--- config.mk ---
export PLATFORM = sky130hd
export DESIGN_NAME = nx_stream_arbiter
export DESIGN_NICKNAME = d
export VERILOG_FILES = /design/src/rtl/NXConstants.sv /design/src/rtl/nx_rr_pick.sv /design/src/rtl/nx_stream_arbiter.sv
export SDC_FILE = /design/constraint.sdc
export NUM_CORES = 1
export LEC_CHECK = 0
export ABC_AREA = 1
export BUFFER_PORTS_ARGS = -buffer_cell sky130_fd_sc_hd__buf_2
export CORE_UTILIZATION = 25
export CTS_CLUSTER_DIAMETER = 50
export DETAILED_ROUTE_END_ITERATION = 10
export PLACE_DENSITY = 0.58
export SLEW_MARGIN = 20
export SYNTH_ARGS = -nofsm -noshare
export SYNTH_HDL_FRONTEND = slang
export SYNTH_SLANG_ARGS = --single-unit
--- constraint.sdc ---
create_clock -name i_clk -period 3.3 [get_ports i_clk]
set_input_delay 0.66 -clock i_clk [delete_from_list [all_inputs] [get_ports i_clk]]
set_output_delay 0.66 -clock i_clk [all_outputs]
set_load 0.005 [all_outputs]
--- src/rtl/NXConstants.sv ---
// Shared node-level constants and message types.
package NXConstants;

  // Upper bound on inbound streams for any stream arbiter instance.
  localparam int NX_ARB_MAX_INPUTS = 16;

  // Message carried on node-internal streams.
  typedef struct packed {
    logic [3:0]  src;
    logic [3:0]  kind;
    logic [31:0] payload;
  } node_message_t;

endpackage

--- src/rtl/nx_rr_pick.sv ---
// Round-robin picker: first set request at or after (last+1) mod N, wrapping.
// Purely combinational: rotate, priority-encode, un-rotate.
module nx_rr_pick #(
  parameter  int N     = 4,
  localparam int IDX_W = $clog2(N)
) (
  input  logic [N-1:0]     i_req,
  input  logic [IDX_W-1:0] i_last,
  output logic [IDX_W-1:0] o_pick_idx,
  output logic             o_pick_vld
);

  // One extra bit so (last + offset) never overflows before the mod-N fold.
  localparam logic [IDX_W:0] NW  = (IDX_W+1)'(N);
  localparam logic [IDX_W:0] ONE = (IDX_W+1)'(1);

  logic [N-1:0]   rot;
  logic [IDX_W:0] sum_r;
  logic [IDX_W:0] off;
  logic [IDX_W:0] sum_u;

  // Rotate requests so the search start position lands on bit 0.
  always_comb begin
    rot   = '0;
    sum_r = '0;
    for (int i = 0; i < N; i++) begin
      sum_r = {1'b0, i_last} + (IDX_W+1)'(i + 1);
      if (sum_r >= NW) sum_r = sum_r - NW;
      rot[i] = i_req[sum_r[IDX_W-1:0]];
    end
  end

  // Lowest set bit of the rotated vector is the winning offset.
  always_comb begin
    off = '0;
    for (int i = N - 1; i >= 0; i--) begin
      if (rot[i]) off = (IDX_W+1)'(i);
    end
  end

  // Un-rotate the offset back into a stream index.
  always_comb begin
    sum_u = {1'b0, i_last} + off + ONE;
    if (sum_u >= NW) sum_u = sum_u - NW;
    o_pick_idx = sum_u[IDX_W-1:0];
    o_pick_vld = |i_req;
  end

endmodule

--- src/rtl/nx_stream_arbiter.sv ---
// Round-robin merge of INPUTS message streams into one registered stream.
// The output register isolates the downstream skid buffer from inbound valid/data.
module nx_stream_arbiter
  import NXConstants::*;
#(
  parameter  int INPUTS = 4,
  localparam int IDX_W  = $clog2(INPUTS)
) (
  input  logic                       i_clk,
  input  logic                       i_rst_n,
  input  node_message_t [INPUTS-1:0] i_inbound_data,
  input  logic [INPUTS-1:0]          i_inbound_valid,
  output logic [INPUTS-1:0]          o_inbound_ready,
  output node_message_t              o_outbound_data,
  output logic                       o_outbound_valid,
  input  logic                       i_outbound_ready,
  output logic [IDX_W-1:0]           o_grant_idx
);

  if (INPUTS < 2 || INPUTS > NX_ARB_MAX_INPUTS) begin : g_bad_inputs
    $error("nx_stream_arbiter: INPUTS must be within 2..NX_ARB_MAX_INPUTS");
  end

  logic             valid_q;
  node_message_t    data_q;
  logic [IDX_W-1:0] idx_q;
  logic [IDX_W-1:0] last_q;

  logic [IDX_W-1:0] pick_idx;
  logic             pick_vld;
  logic             accept;

  nx_rr_pick #(.N(INPUTS)) u_pick (
    .i_req      (i_inbound_valid),
    .i_last     (last_q),
    .o_pick_idx (pick_idx),
    .o_pick_vld (pick_vld)
  );

  // Register can take a new entry when empty or being drained this cycle.
  // Held off during reset so no upstream handshake is lost while state is cleared.
  assign accept = (!valid_q || i_outbound_ready) && i_rst_n;

  // One-hot ready to the picked stream only.
  always_comb begin
    o_inbound_ready = '0;
    if (accept && pick_vld) o_inbound_ready[pick_idx] = 1'b1;
  end

  // Output register and grant pointer; pointer moves only on a granted transfer.
  always_ff @(posedge i_clk or negedge i_rst_n) begin
    if (!i_rst_n) begin
      valid_q <= 1'b0;
      data_q  <= '0;
      idx_q   <= '0;
      last_q  <= IDX_W'(INPUTS - 1);
    end else if (accept) begin
      if (pick_vld) begin
        valid_q <= 1'b1;
        data_q  <= i_inbound_data[pick_idx];
        idx_q   <= pick_idx;
        last_q  <= pick_idx;
      end else begin
        valid_q <= 1'b0;
      end
    end
  end

  assign o_outbound_valid = valid_q;
  assign o_outbound_data  = data_q;
  assign o_grant_idx      = idx_q;

endmodule

# Yosys cells after proc, flatten, opt, wreduce, memory -nomap -nowiden
# Index checks and enable logic that the tools add are counted.
[word_totals] register_bits=45 inputBits=167 out_inout_bits=47 elab_cells=58
[classes] n_addsub=11 magnitude_cmp=11 muxes=23 reduce_logical=7
[op_table] cell="40-bit binary-select mux with 2-bit select" count=1
[op_table] cell="40-bit 2-to-1 mux" count=1
[op_table] cell="2-bit 2-to-1 mux" count=9
[op_table] cell="3-bit >= comparator, second input constant" count=5
[op_table] cell="2-bit by 3-bit < comparator with 1-bit output, second input constant" count=5
[op_table] cell="2-bit by 1-bit subtractor with 2-bit output, second input constant" count=5
[op_table] cell="1-bit binary-select mux with 2-bit select" count=4
[op_table] cell="2-bit by 2-bit adder with 3-bit output, second input constant" count=2
[op_table] cell="1-bit 2-to-1 mux" count=6
[op_table] cell="4-bit 2-to-1 mux" count=1
[op_table] cell="4-bit OR reduction" count=1
[op_table] cell="2-bit by 1-bit adder with 3-bit output, second input constant" count=1
[op_table] cell="2-bit by 2-bit adder with 3-bit output" count=1
[op_table] cell="2-bit by 3-bit adder with 3-bit output, second input constant" count=1
[op_table] cell="3-bit by 1-bit adder with 3-bit output, second input constant" count=1
[op_table] cell="1-bit logical AND" count=3
[op_table] cell="1-bit demux with 2-bit select" count=1
[op_table] cell="2-bit by 1-bit >= comparator with 1-bit output, second input constant" count=1
[op_table] cell="2-bit AND reduction" count=1
[op_table] cell="1-bit logical NOT" count=1
[op_table] cell="1-bit logical OR" count=1

# Longest topological paths before layout
# Gate-level depths: netlist of run 1.
[logic_depth] depth_word=18 depth_mapped=17 mapped_depth_nobuf=15

# Hierarchy
# Synthesis of run 1 repeated with hierarchy kept, for this count alone.
[unflattened] cells_unflattened=720 area_unflattened_um2=3980.1
[by_module_without_submodules] module="nx_stream_arbiter" instances=1 cells_per_inst=663 area_each_um2=3726.1 seq_area_each_um2=1128.6
[by_module_without_submodules] module="nx_rr_pick" instances=1 cells_per_inst=57 area_each_um2=254.0 seq_area_each_um2=0.0

# Worst setup path after synthesis of run 1
# No wires, ideal clock.
[synth_timing] path_type="in2out" start="input port i_inbound_valid[3]" end="output port o_inbound_ready[0]" arrival_time_ns=2.075 required_ns=2.640 slack_ns=0.565 cell_stages=12 path_buffers=2 path_cell_list="inv_1 > nand2_1 > nand2_1 > nand2_1 > nand2_1 > a21oi_1 > o21bai_1 > ha_1 > buf_2 > clkbuf_1 > nand2_1 > nor2_1"
[synth_via] elab_chain_len=15 elab_cells_between_ends=25 cone_classes="add/sub: 3; order compare: 3; mux: 16; reduce/logical: 3"
[synth_rtl] element="start: declaration" line="nx_stream_arbiter.sv:12" source="input logic [INPUTS-1:0] i_inbound_valid,"
[synth_rtl] element="1-bit binary-select mux with 2-bit select" line="nx_rr_pick.sv:29" source="rot[i] = i_req[sum_r[IDX_W-1:0]];"
[synth_rtl] element="1-bit 2-to-1 mux (not written as such)" line="nx_rr_pick.sv:29"
[synth_rtl] element="2-bit 2-to-1 mux (4 in series)" line="nx_rr_pick.sv:37" source="if (rot[i]) off = (IDX_W+1)'(i);"
[synth_rtl] element="2-bit by 2-bit adder with 3-bit output" line="nx_rr_pick.sv:43" source="sum_u = {1'b0, i_last} + off + ONE;"
[synth_rtl] element="3-bit by 1-bit adder with 3-bit output" line="nx_rr_pick.sv:43"
[synth_rtl] element="3-bit >= comparator / 2-bit by 1-bit subtractor with 2-bit output (equally long branches)" line="nx_rr_pick.sv:44" source="if (sum_u >= NW) sum_u = sum_u - NW;"
[synth_rtl] element="2-bit 2-to-1 mux" line="nx_rr_pick.sv:44"
[synth_rtl] element="2-bit by 3-bit < comparator with 1-bit output (not written as such) / 2-bit by 1-bit >= comparator with 1-bit output (equally long branches)" line="nx_stream_arbiter.sv:47" source="if (accept && pick_vld) o_inbound_ready[pick_idx] = 1'b1;"
[synth_rtl] element="1-bit logical AND (not written as such)" line="nx_stream_arbiter.sv:47"
[synth_rtl] element="1-bit 2-to-1 mux (not written as such)" line="nx_stream_arbiter.sv:47"
[synth_rtl] element="1-bit demux with 2-bit select" line="nx_stream_arbiter.sv:47"
[synth_rtl] element="4-bit 2-to-1 mux (*)" line="nx_stream_arbiter.sv:47"
[synth_rtl] element="end: declaration" line="nx_stream_arbiter.sv:13" source="output logic [INPUTS-1:0] o_inbound_ready,"
# Mark *: on every way between the ends. The rest lies on a longest branch, timed or not. The select of a mux whose other input is x is not followed.

# Worst setup path in the final report of run 1
[layout_timing] start="register last_q[0]" end="output port o_inbound_ready[3]"
[layout_via] elab_chain_len=18 elab_cells_between_ends=39 cone_classes="add/sub: 11; order compare: 7; mux: 20; reduce/logical: 1"
[layout_rtl] element="start: declaration" line="nx_stream_arbiter.sv:27" source="logic [IDX_W-1:0] last_q;"
[layout_rtl] element="start signal: assignment" line="nx_stream_arbiter.sv:56" source="last_q <= IDX_W'(INPUTS - 1);"
[layout_rtl] element="start signal: assignment" line="nx_stream_arbiter.sv:62" source="last_q <= pick_idx;"
[layout_rtl] element="2-bit by 3-bit adder with 3-bit output" line="nx_rr_pick.sv:27" source="sum_r = {1'b0, i_last} + (IDX_W+1)'(i + 1);"
[layout_rtl] element="3-bit >= comparator / 2-bit by 1-bit subtractor with 2-bit output (equally long branches)" line="nx_rr_pick.sv:28" source="if (sum_r >= NW) sum_r = sum_r - NW;"
[layout_rtl] element="2-bit 2-to-1 mux" line="nx_rr_pick.sv:28"
[layout_rtl] element="1-bit binary-select mux with 2-bit select" line="nx_rr_pick.sv:29"
[layout_rtl] element="1-bit 2-to-1 mux (not written as such)" line="nx_rr_pick.sv:29"
[layout_rtl] element="2-bit 2-to-1 mux (4 in series)" line="nx_rr_pick.sv:37"
[layout_rtl] element="2-bit by 2-bit adder with 3-bit output (*)" line="nx_rr_pick.sv:43"
[layout_rtl] element="3-bit by 1-bit adder with 3-bit output (*)" line="nx_rr_pick.sv:43"
[layout_rtl] element="3-bit >= comparator / 2-bit by 1-bit subtractor with 2-bit output (equally long branches)" line="nx_rr_pick.sv:44"
[layout_rtl] element="2-bit 2-to-1 mux (*)" line="nx_rr_pick.sv:44"
[layout_rtl] element="2-bit by 3-bit < comparator with 1-bit output (not written as such) / 2-bit by 1-bit >= comparator with 1-bit output (equally long branches)" line="nx_stream_arbiter.sv:47"
[layout_rtl] element="1-bit logical AND (not written as such)" line="nx_stream_arbiter.sv:47"
[layout_rtl] element="1-bit 2-to-1 mux (not written as such)" line="nx_stream_arbiter.sv:47"
[layout_rtl] element="1-bit demux with 2-bit select (*)" line="nx_stream_arbiter.sv:47"
[layout_rtl] element="4-bit 2-to-1 mux (*)" line="nx_stream_arbiter.sv:47"
# Marked as above.

==> results of run 1 <==
repair_timing:
| action | 4_1_cts | 5_1_grt |
|---|---|---|
| endpoints found under the hold margin | 0 | 0 |
| setup buffers | 0 | 8 |
| resized for setup | 0 | 14 |
| endpoints found under the setup margin | 0 | 1 |
kinds of logic (layout without fill, tap and decap cells):
family,count (synthesis),count (layout),share of synthesized area (%)
fa+ha+maj,2,2,0.737
simple gates,449,449,56.1
flops,45,45,33.2
xor+xnor,1,1,0.258
mux,2,2,0.589
compound gates,6,6,1.29
buf+inv,55,251,7.81
worst max path at each step:
stage                            start            endpoint  slack [ns]  cells past startpoint
detailed placement  i_inbound_valid[3]  o_inbound_ready[3]        0.24                     17
global route                 last_q[0]  o_inbound_ready[3]       -0.01                     17
CTS                          last_q[0]  o_inbound_ready[3]        0.14                     15
global placement    i_inbound_valid[3]  o_inbound_ready[3]        0.28                     17
finish                       last_q[0]  o_inbound_ready[3]        0.17                     16
floorplan           i_inbound_valid[3]  o_inbound_ready[0]        0.56                     12
synthesized netlist by cell type, drive strengths merged:
library cell | n | area share, %
a21oi | 2 | 0.29
dfrtp | 43 | 32
nand2 | 320 | 36
o21bai | 1 | 0.22
clkinv | 2 | 0.22
nand3 | 83 | 12
a41oi | 1 | 0.48
nor3 | 1 | 0.15
nand4 | 39 | 7.2
xor2 | 1 | 0.26
nor2 | 6 | 0.74
mux2i | 2 | 0.59
clkbuf | 20 | 2.2
ha | 2 | 0.74
inv | 10 | 1.2
dfstp | 2 | 1.5
o21ai | 2 | 0.29
buf | 23 | 4.2
power groups by stage:
stage / logic (mW) / registers (mW) / clock network [mW]
finish: 4.65 / 0.981 / 0.506
global route: 5.31 / 1.02 / 0.549
CTS: 4.53 / 0.990 / 0.529
detailed placement: 4.52 / 0.990 / 0
global placement: 4.57 / 0.985 / 0
floorplan: 3.36 / 0.998 / 0
registers in the layout, summed over array words and instances (netlist names):
name	flops
o_outbound_data	40
last_q	2
o_grant_idx	2
o_outbound_valid	1
routing by layer:
| metal | global-route usage (%) | up-vias | part of all wire, % |
|---|---|---|---|
| met4 | 4.11 | 0 | 1.1 |
| met5 | 0 | - | 0 |
| met3 | 3.04 | 9 | 5.9 |
| met2 | 29.3 | 149 | 48 |
| met1 | 21.2 | 1876 | 45 |
| li1 | - | 2200 | - |
final cells by class:
| type | instances | share of cell area, % |
|---|---|---|
| Timing Repair Buffer | 231 | 25.3 |
| Sequential cell | 45 | 23.5 |
| Tap cell | 176 | 4.58 |
| Inverter | 12 | 1.09 |
| Multi-Input combinational cell | 460 | 42.5 |
| Clock buffer | 8 | 3.05 |
critical path, stage by stage, from the launching register on:
cell	delay, ns
dfstp_2	0.58
buf_4	0.14
nand2_1	0.07
nand2_1	0.07
nand2_1	0.06
nand2_2	0.08
a21oi_2	0.03
o21bai_1	0.19
ha_2	0.22
xor2_2	0.17
inv_1	0.07
nand3_2	0.10
nand2_4	0.07
inv_4	0.06
nand2_2	0.06
nor2_2	0.11
buf_2	0.11
per-stage QoR:
step	cell area (um^2)	instances	power, mW	hold WS (ns)
after detailed placement	4570	916	5.51	0.461
final	4810	932	6.14	0.478
after floorplan	3400	560	4.36	0.364
after global routing	4810	932	6.88	0.507
after CTS	4710	924	6.05	0.479
after global placement	4570	916	5.55	0.463
==> run metrics, run 1 <==
Seq/Total Area, Yosys roughly a third; hold buffers post-CTS 0; fill cell count 1495; Worst-Skew Late Latency approximately 0.28 ns; Initial Util 25.7%; Hold Path Sink o_outbound_data[24]; fraction of layout instances using a drive strength above 1 33.9%; # H-tree levels 2; Area Overhead vs Synth 41.5%; worst path required time roughly 2.6 ns; Clock Path Buffers 2; DR vias/cell approximately 4.5; area of the die ~14000 um^2; Register-to-Register Path Depth 17; CTS clk-pin slew, worst paths approximately 0.060 ns; Synth Instances 560; r2r setup slk ~0.65 ns; pre-CTS setup slack about 0.24 ns; synth warn 0; first-pass GRT wire length between 15000 and 20000 um; final hold viol count 0; initial antenna violation count 0; Syn Area/Cell just over 6 um^2; reg-to-reg startpoint last_q[0]; Global Route Usage Sum approximately 17%; Clock power frac around 8%; Worst slew margin about 60%; DP HPWL about 8000 um; Internal Power 2.67 mW; WS Path Type reg -> out; Lkg Pwr 2.85 nW; vias in the first global route a little over 4000; Multi-input gate area about 2000 um^2; Peak VDD IR 0.000824 V; Hold Crit Depth 2; Pre-Repair DR Iteration Count 5; fmax approximately 320 MHz; total number of vias approximately 4200; syn nets 729; number of routed nets with antenna violations 0; post-synth cell types 27; Sw Share a little under three fifths; I/O Buffers approximately 210; fin util between 30% and 40%; cell at the root of the clock tree clkbuf_16; routability congestion estimate 0.806; WP data arrival about 2.5 ns; Antenna Cells 0; Final Net Count a little over 900; Sequential Area 1130 um^2; largest net degree at the start of global routing slightly below 80; core footprint around 13000 um^2; Clock Sinks 45; worst-margin pin slew about 0.6 ns; Max FO, Critical Path 4; Logic pwr share between 70% and 80%; hold_sp o_outbound_data[24]; Rows 42; fin. max-slew vios 0; Final min period roughly 3.1 ns; Clock Skews around 0.0035 ns; drt total wl 11900 um; TNS Setup 0 ns; Pwr Density approximately 1300 nW/um^2; fin worst setup slack roughly 0.17 ns; fin crit share ~95%; Sequential Power Share about 16%; P_sw 3.47 mW; post-detailed-route wirelength per cell between 10 and 15 um; CTS Buf Count 5; most common cell after layout, fill and taps aside nand2_1; most frequent cells in the layout 314 x nand2_1, 213 x buf_2, 82 x nand3_1, 43 x dfrtp_1, 39 x nand4_1; Yosys reg bits 45; TritonCTS clock tree yes; Die W roughly 120 um; # setup viols final 0; worst reg2reg path endpoint o_outbound_data[24]; number of max-cap violations 0; Worst Hold Class reg -> reg; Die Y approximately 120 um; GR Overflow Total 0; I/O Pins about 210; DR DRC count 0; Setup crit start kind flop; Initial DRC Count 210; Worst setup EP type primary output; Netlist Area Pre-Place approximately 3400 um^2; status complete, no violations
No activity file was read; power rests on OpenSTA's default activity.
==> run 2, diff against run 1 <==
Settings changed: CTS_BUF_LIST set to sky130_fd_sc_hd__clkbuf_2 sky130_fd_sc_hd__clkbuf_4 sky130_fd_sc_hd__clkbuf_8.
==> run metrics, run 2 (synthesized netlist as in run 1, its figures left out) <==
Lkg Pwr 2.84 nW (was 2.85 nW); final hold viol count 0 (unchanged); core footprint 13200 um^2 (unchanged); I/O Buffers 213 (unchanged); Max stage delay cell, worst path dfstp_2 (unchanged); cells along the critical path clkinv_4, buf_6, nand2_1, nand2_1, nand2_1, nand2_2, a21oi_2, o21bai_1, ha_2, xor2_2, inv_1, nand3_2, nand2_4, inv_4, nand2_4, nor2_4, buf_2 (was buf_4, nand2_1, nand2_1, nand2_1, nand2_2, a21oi_2, o21bai_1, ha_2, xor2_2, inv_1, nand3_2, nand2_4, inv_4, nand2_2, nor2_2, buf_2); most frequent cells in the layout 314 x nand2_1, 213 x buf_2, 82 x nand3_1, 43 x dfrtp_1, 39 x nand4_1 (unchanged); Worst Hold Class reg -> reg (unchanged); Worst Setup SP last_q[0] (unchanged); vias in the first global route 4058 (was 4060); CP Depth 17 (was 16); initial antenna violation count 0 (unchanged); Max FO, Critical Path 6 (was 4); Placed Cells 916 (unchanged); Peak VDD IR 0.000820 V (was 0.000824 V); Die W 119 um (unchanged); Antenna Cells 0 (unchanged); fraction of layout instances using a drive strength above 1 34.1% (was 33.9%); largest net degree at the start of global routing 79 (unchanged); fin. max-slew vios 0 (unchanged); fin worst setup slack 0.157 ns (was 0.175 ns); kind of cell adding the most delay to the critical path flip-flops (was simple AND/OR/NAND/NOR gates); most common cell after layout, fill and taps aside nand2_1 (unchanged); first-pass GRT wire length 19300 um (about the same); cell at the root of the clock tree clkbuf_8 (was clkbuf_16); Area after DPL 4570 um^2 (unchanged); Global Route Usage Sum 16.8% (about the same); Final Total Pwr 6.03 mW (was 6.14 mW); Initial Util 25.7% (unchanged); fill cell count 1496 (was 1495); Buf/Inv on CP 5 (was 4); TritonCTS clock tree yes (unchanged); fin crit share 95.3% (was 94.7%); reg-to-reg startpoint last_q[0] (unchanged); WP data arrival 2.48 ns (was 2.47 ns); r2r setup slk 0.65 ns (about the same); met2 Use GR 29.3% (unchanged); number of routed nets with antenna violations 0 (unchanged); fmax 318 MHz (was 320 MHz); Die Y 119 um (unchanged); worst-margin pin slew 0.605 ns (was 0.606 ns); routability congestion estimate 0.806 (unchanged); Clock Skews 0.00491 ns (was 0.00353 ns); Rows 42 (unchanged); total number of vias 4222 (was 4234); CTS clk-pin slew, worst paths 0.09 ns (was 0.06 ns); number of max-cap violations 0 (unchanged); Worst-Skew Late Latency 0.29 ns (was 0.28 ns); CP max stage delay 0.60 ns (was 0.58 ns); CTS Buf Count 5 (unchanged); TNS Setup 0 ns (unchanged); Final Instance Area 4770 um^2 (was 4810 um^2); Pre-Repair DR Iteration Count 5 (unchanged); Final Net Count 924 (unchanged); Pwr Density 1260 nW/um^2 (was 1280 nW/um^2); Worst setup EP type primary output (unchanged); worst reg2reg path endpoint o_outbound_data[24] (unchanged); CP most frequent cell nand2_1 (unchanged); global route hottest layer met2 (unchanged); Clock Path Buffers 2 (unchanged); met1 Track Usage GR 21.1% (was 21.2%); I/O Pins 214 (unchanged); DP HPWL 8240 um (unchanged); WS Path Type reg -> out (unchanged); met3 global-route usage 3.04% (unchanged); DR DRC count 0 (unchanged); GR Overflow Total 0 (unchanged); area of the die 14100 um^2 (unchanged); Area Overhead vs Synth 40.4% (was 41.5%); number of flip-flops in the largest register 40 (unchanged); worst path required time 2.64 ns (about the same); pre-CTS setup slack 0.240 ns (unchanged); post-detailed-route wirelength per cell 12.8 um (was 12.7 um); Worst slew margin 59.7% (was 59.6%); # setup viols final 0 (unchanged); status complete, no violations (unchanged); Layout Cells excl Fill 932 (unchanged); Final min period 3.14 ns (was 3.13 ns); Initial DRC Count 230 (was 210); DR vias/cell 4.53 (was 4.54); # H-tree levels 2 (unchanged); drt total wl 11900 um (about the same); crit path to o_inbound_ready[3] (unchanged); Setup crit start kind flop (unchanged); Register-to-Register Path Depth 17 (unchanged); Clock Sinks 45 (unchanged)
## run 2: changes by cell type in the layout (fill, tap and decap cells not counted)
| cell | previous run | this run |
|---|---|---|
| nor2_2 | 2 | 1 |
| buf_6 | 1 | 2 |
| clkbuf_16 | 5 | 0 |
| nor2_4 | 0 | 1 |
| nand2_4 | 1 | 2 |
| nand2_2 | 5 | 4 |
| buf_4 | 16 | 15 |
| clkbuf_4 | 0 | 2 |
| clkbuf_8 | 1 | 6 |
| clkbuf_1 | 2 | 0 |
## run 2: worst min-delay path, cell delays in order, from the launching register on
cell	delay, ns
dfrtp_1	0.35
nand2_1	0.05
nand2_1	0.05
## run 2: how the worst min path moves through the flow
stage / from / endpoint / slack [ns] / cells after the start
6_report: o_outbound_data[24] / o_outbound_data[24] / 0.48 / 2
3_3_place_gp: o_outbound_data[24] / o_outbound_data[24] / 0.46 / 2
3_5_place_dp: o_outbound_data[24] / o_outbound_data[24] / 0.46 / 2
2_1_floorplan: i_rst_n / o_grant_idx[0] / 0.36 / 0
5_1_grt: o_outbound_data[15] / o_outbound_data[15] / 0.51 / 2
4_1_cts: o_outbound_data[24] / o_outbound_data[24] / 0.49 / 2
## run 2: where the power goes
group,total [mW],switching (mW),leakage (nW),internal (mW)
sequential,0.981,0.144,0.557,0.837
combinational,4.68,3.13,2.23,1.55
clock,0.376,0.188,0.0523,0.188
## run 2: repair_timing
item / 4_1_cts / 5_1_grt
resized for setup: 0 / 17
setup buffers: 0 / 8
hold buffers: 0 / 0
setup endpoints to repair: 0 / 2
## run 2: metal layers
layer | share of wire, % | up-vias
li1 | - | 2199
met1 | 45 | 1854
met2 | 47 | 157
met3 | 6.0 | 12
met4 | 1.4 | 0
met5 | 0 | -
## run 2: stage by stage
stage,utilization (%),hold WS [ns]
after floorplan,-,0.364
after global placement,34.5,0.463
after detailed placement,34.5,0.461
after CTS,35.2,0.485
after global routing,36.0,0.514
final,36.0,0.484
## run 2: area by class of cell
cell class | instances | area (um^2) | area share, %
timing repair buffer | 231 | 1220 | 25.6
tap | 176 | 220 | 4.62
clock buffer | 8 | 97.6 | 2.05
sequential | 45 | 1130 | 23.7
multi-input combinational | 460 | 2050 | 43.0
inverter | 12 | 52.6 | 1.10
==> run 3, diff against run 2 <==
Settings changed: BUFFER_PORTS_ARGS -buffer_cell sky130_fd_sc_hd__buf_2 to -buffer_cell sky130_fd_sc_hd__buf_4, REMOVE_ABC_BUFFERS set to 1.
==> run metrics, run 3 (synthesized netlist as in run 1, its figures left out) <==
Pwr Density 1140 nW/um^2 (was 1260 nW/um^2); drt total wl 11500 um (was 11900 um); routability congestion estimate 0.814 (was 0.806); WP data arrival 2.49 ns (was 2.48 ns); Setup crit start kind flop (unchanged); initial antenna violation count 0 (unchanged); P_sw 3.30 mW (was 3.46 mW); TritonCTS clock tree yes (unchanged); cell at the root of the clock tree clkbuf_8 (unchanged); reg-to-reg startpoint last_q[0] (unchanged); met3 global-route usage 3.23% (was 3.04%); Sequential Power Share 16.6% (was 16.3%); final hold viol count 0 (unchanged); status complete, no violations (unchanged); DR DRC count 0 (unchanged); Initial DRC Count 140 (was 230); CP max stage delay 0.57 ns (was 0.60 ns); RSZ-0062 raised after global routing true; total number of vias 4304 (was 4222); fraction of layout instances using a drive strength above 1 33.1% (was 34.1%); Clock Sinks 45 (unchanged); fin. max-slew vios 0 (unchanged); CP most frequent cell nand2_1 (unchanged); Pre-Repair DR Iteration Count 7 (was 5); I/O Pins 214 (unchanged); Lkg Pwr 2.97 nW (was 2.84 nW); Logic pwr share 77.6% (was 77.5%); Global Route Usage Sum 16.7% (was 16.8%); TNS Setup 0 ns (unchanged); Initial Util 25.7% (unchanged); largest net degree at the start of global routing 72 (was 79); Max FO, Critical Path 4 (was 6); Antenna Cells 0 (unchanged); vias in the first global route 4256 (was 4058); Clock Skews 0.00784 ns (was 0.00491 ns); CTS Buf Count 5 (unchanged); area of the die 14100 um^2 (unchanged); met1 Track Usage GR 19.6% (was 21.1%); first-pass GRT wire length 19600 um (was 19300 um); Clock power frac 5.8% (was 6.2%); Worst-Skew Late Latency 0.29 ns (about the same); core footprint 13200 um^2 (unchanged); fin crit share 95.5% (was 95.3%); Peak VDD IR 0.000859 V (was 0.000820 V); global route hottest layer met2 (unchanged); Sw Share 55.3% (was 57.4%); Worst setup EP type primary output (unchanged); most frequent cells in the layout 318 x nand2_1, 224 x buf_4, 82 x nand3_1, 43 x dfrtp_1, 39 x nand4_1 (was 314 x nand2_1, 213 x buf_2, 82 x nand3_1, 43 x dfrtp_1, 39 x nand4_1); cells along the critical path buf_4, nand2_1, nand2_1, nand2_1, nand2_1, a21oi_2, o21bai_2, ha_2, xor2_2, inv_1, nand3_2, nand2_4, inv_2, nand2_1, nor2_1, buf_4 (was clkinv_4, buf_6, nand2_1, nand2_1, nand2_1, nand2_2, a21oi_2, o21bai_1, ha_2, xor2_2, inv_1, nand3_2, nand2_4, inv_4, nand2_4, nor2_4, buf_2); I/O Buffers 213 (unchanged); Rows 42 (unchanged); Clock Path Buffers 2 (unchanged); DP HPWL 8620 um (was 8240 um); Die Y 119 um (unchanged); most common cell after layout, fill and taps aside nand2_1 (unchanged); DR vias/cell 4.65 (was 4.53); r2r setup slk 0.68 ns (was 0.65 ns); crit path to o_inbound_ready[3] (unchanged); worst reg2reg path endpoint o_outbound_data[24] (unchanged); number of flip-flops in the largest register 40 (unchanged); post-detailed-route wirelength per cell 12.4 um (was 12.8 um); Worst Setup SP last_q[0] (unchanged); number of routed nets with antenna violations 0 (unchanged); number of max-cap violations 0 (unchanged); pre-CTS setup slack 0.191 ns (was 0.240 ns); Final min period 3.15 ns (was 3.14 ns); fmax 317 MHz (was 318 MHz); Final Net Count 919 (was 924); Worst slew margin 61.1% (was 59.7%); # setup viols final 0 (unchanged); Worst Hold Class reg -> reg (unchanged); fin worst setup slack 0.148 ns (was 0.157 ns); Hold Crit Depth 2 (unchanged); worst path required time 2.64 ns (about the same); met2 Use GR 31.4% (was 29.3%); WS Path Type reg -> out (unchanged); hold buffers post-CTS 0 (unchanged); Register-to-Register Path Depth 15 (was 17); CTS clk-pin slew, worst paths 0.08 ns (was 0.09 ns); GR Overflow Total 0 (unchanged); worst-margin pin slew 0.584 ns (was 0.605 ns); # H-tree levels 2 (unchanged); Max stage delay cell, worst path dfstp_2 (unchanged); Die W 119 um (unchanged); Area Overhead vs Synth 53.8% (was 40.4%); Internal Power 2.67 mW (was 2.57 mW)
## run 3: cell types whose count changed in the layout (fill, tap and decap cells not counted), moves of 2 or more
cell     delta
nand2_2     -3
buf_4     +209
nand2_1     +4
buf_2     -213
buf_6       -2
## run 3: per-layer routing
layer / routed length (um) / part of all wire [%]
met1: 4720 / 41
met2: 6020 / 52
met3: 687 / 6.0
met4: 105 / 0.91
met5: 0 / 0
## run 3: worst max-delay path, delay by kind of cell, from the launching register on
kind / cells / cell delay, ns
flops: 1 / 0.57
xor+xnor: 1 / 0.17
simple gates: 8 / 0.65
buf+inv: 4 / 0.39
compound gates: 2 / 0.22
fa+ha+maj: 1 / 0.21
## run 3: worst min-delay path by stage
stage                             start                   to
global placement    o_outbound_data[24]  o_outbound_data[24]
CTS                 o_outbound_data[24]  o_outbound_data[24]
detailed placement  o_outbound_data[24]  o_outbound_data[24]
global route        o_outbound_data[24]  o_outbound_data[24]
floorplan                       i_rst_n       o_grant_idx[0]
finish              o_outbound_data[24]  o_outbound_data[24]
## run 3: power by group through the flow
stage               combinational [mW]  clock [mW]  sequential, mW
floorplan                         2.72           0            1.01
global placement                  4.57           0           0.996
finish                            4.64       0.345           0.994
detailed placement                4.64           0            1.01
global route                      5.29       0.392            1.03
CTS                               4.65       0.372            1.00
## run 3: layout make-up
| cell class | count | area [um^2] |
|---|---|---|
| clock buffers | 7 | 90.1 |
| fillers | 1465 | 8020 |
| inverters | 12 | 47.5 |
| multi-input cells | 460 | 2030 |
| flip-flops and latches | 45 | 1130 |
| well taps | 176 | 220 |
| repair buffers | 226 | 1710 |
## run 3: what timing repair did
action | CTS | global route
buffers inserted | 0 | 3
endpoints found under the setup margin | 0 | 2
resized for setup | 0 | 4
## run 3: per-stage QoR
step	hold WS [ns]	utilization [%]	power, mW	cells	cell area, um^2
4_1_cts	0.497	39.2	6.03	923	5190
3_3_place_gp	0.472	38.5	5.57	916	5100
6_report	0.487	39.5	5.98	926	5230
2_1_floorplan	0.364	-	3.73	517	3180
5_1_grt	0.518	39.5	6.71	926	5230
3_5_place_dp	0.473	38.5	5.65	916	5100
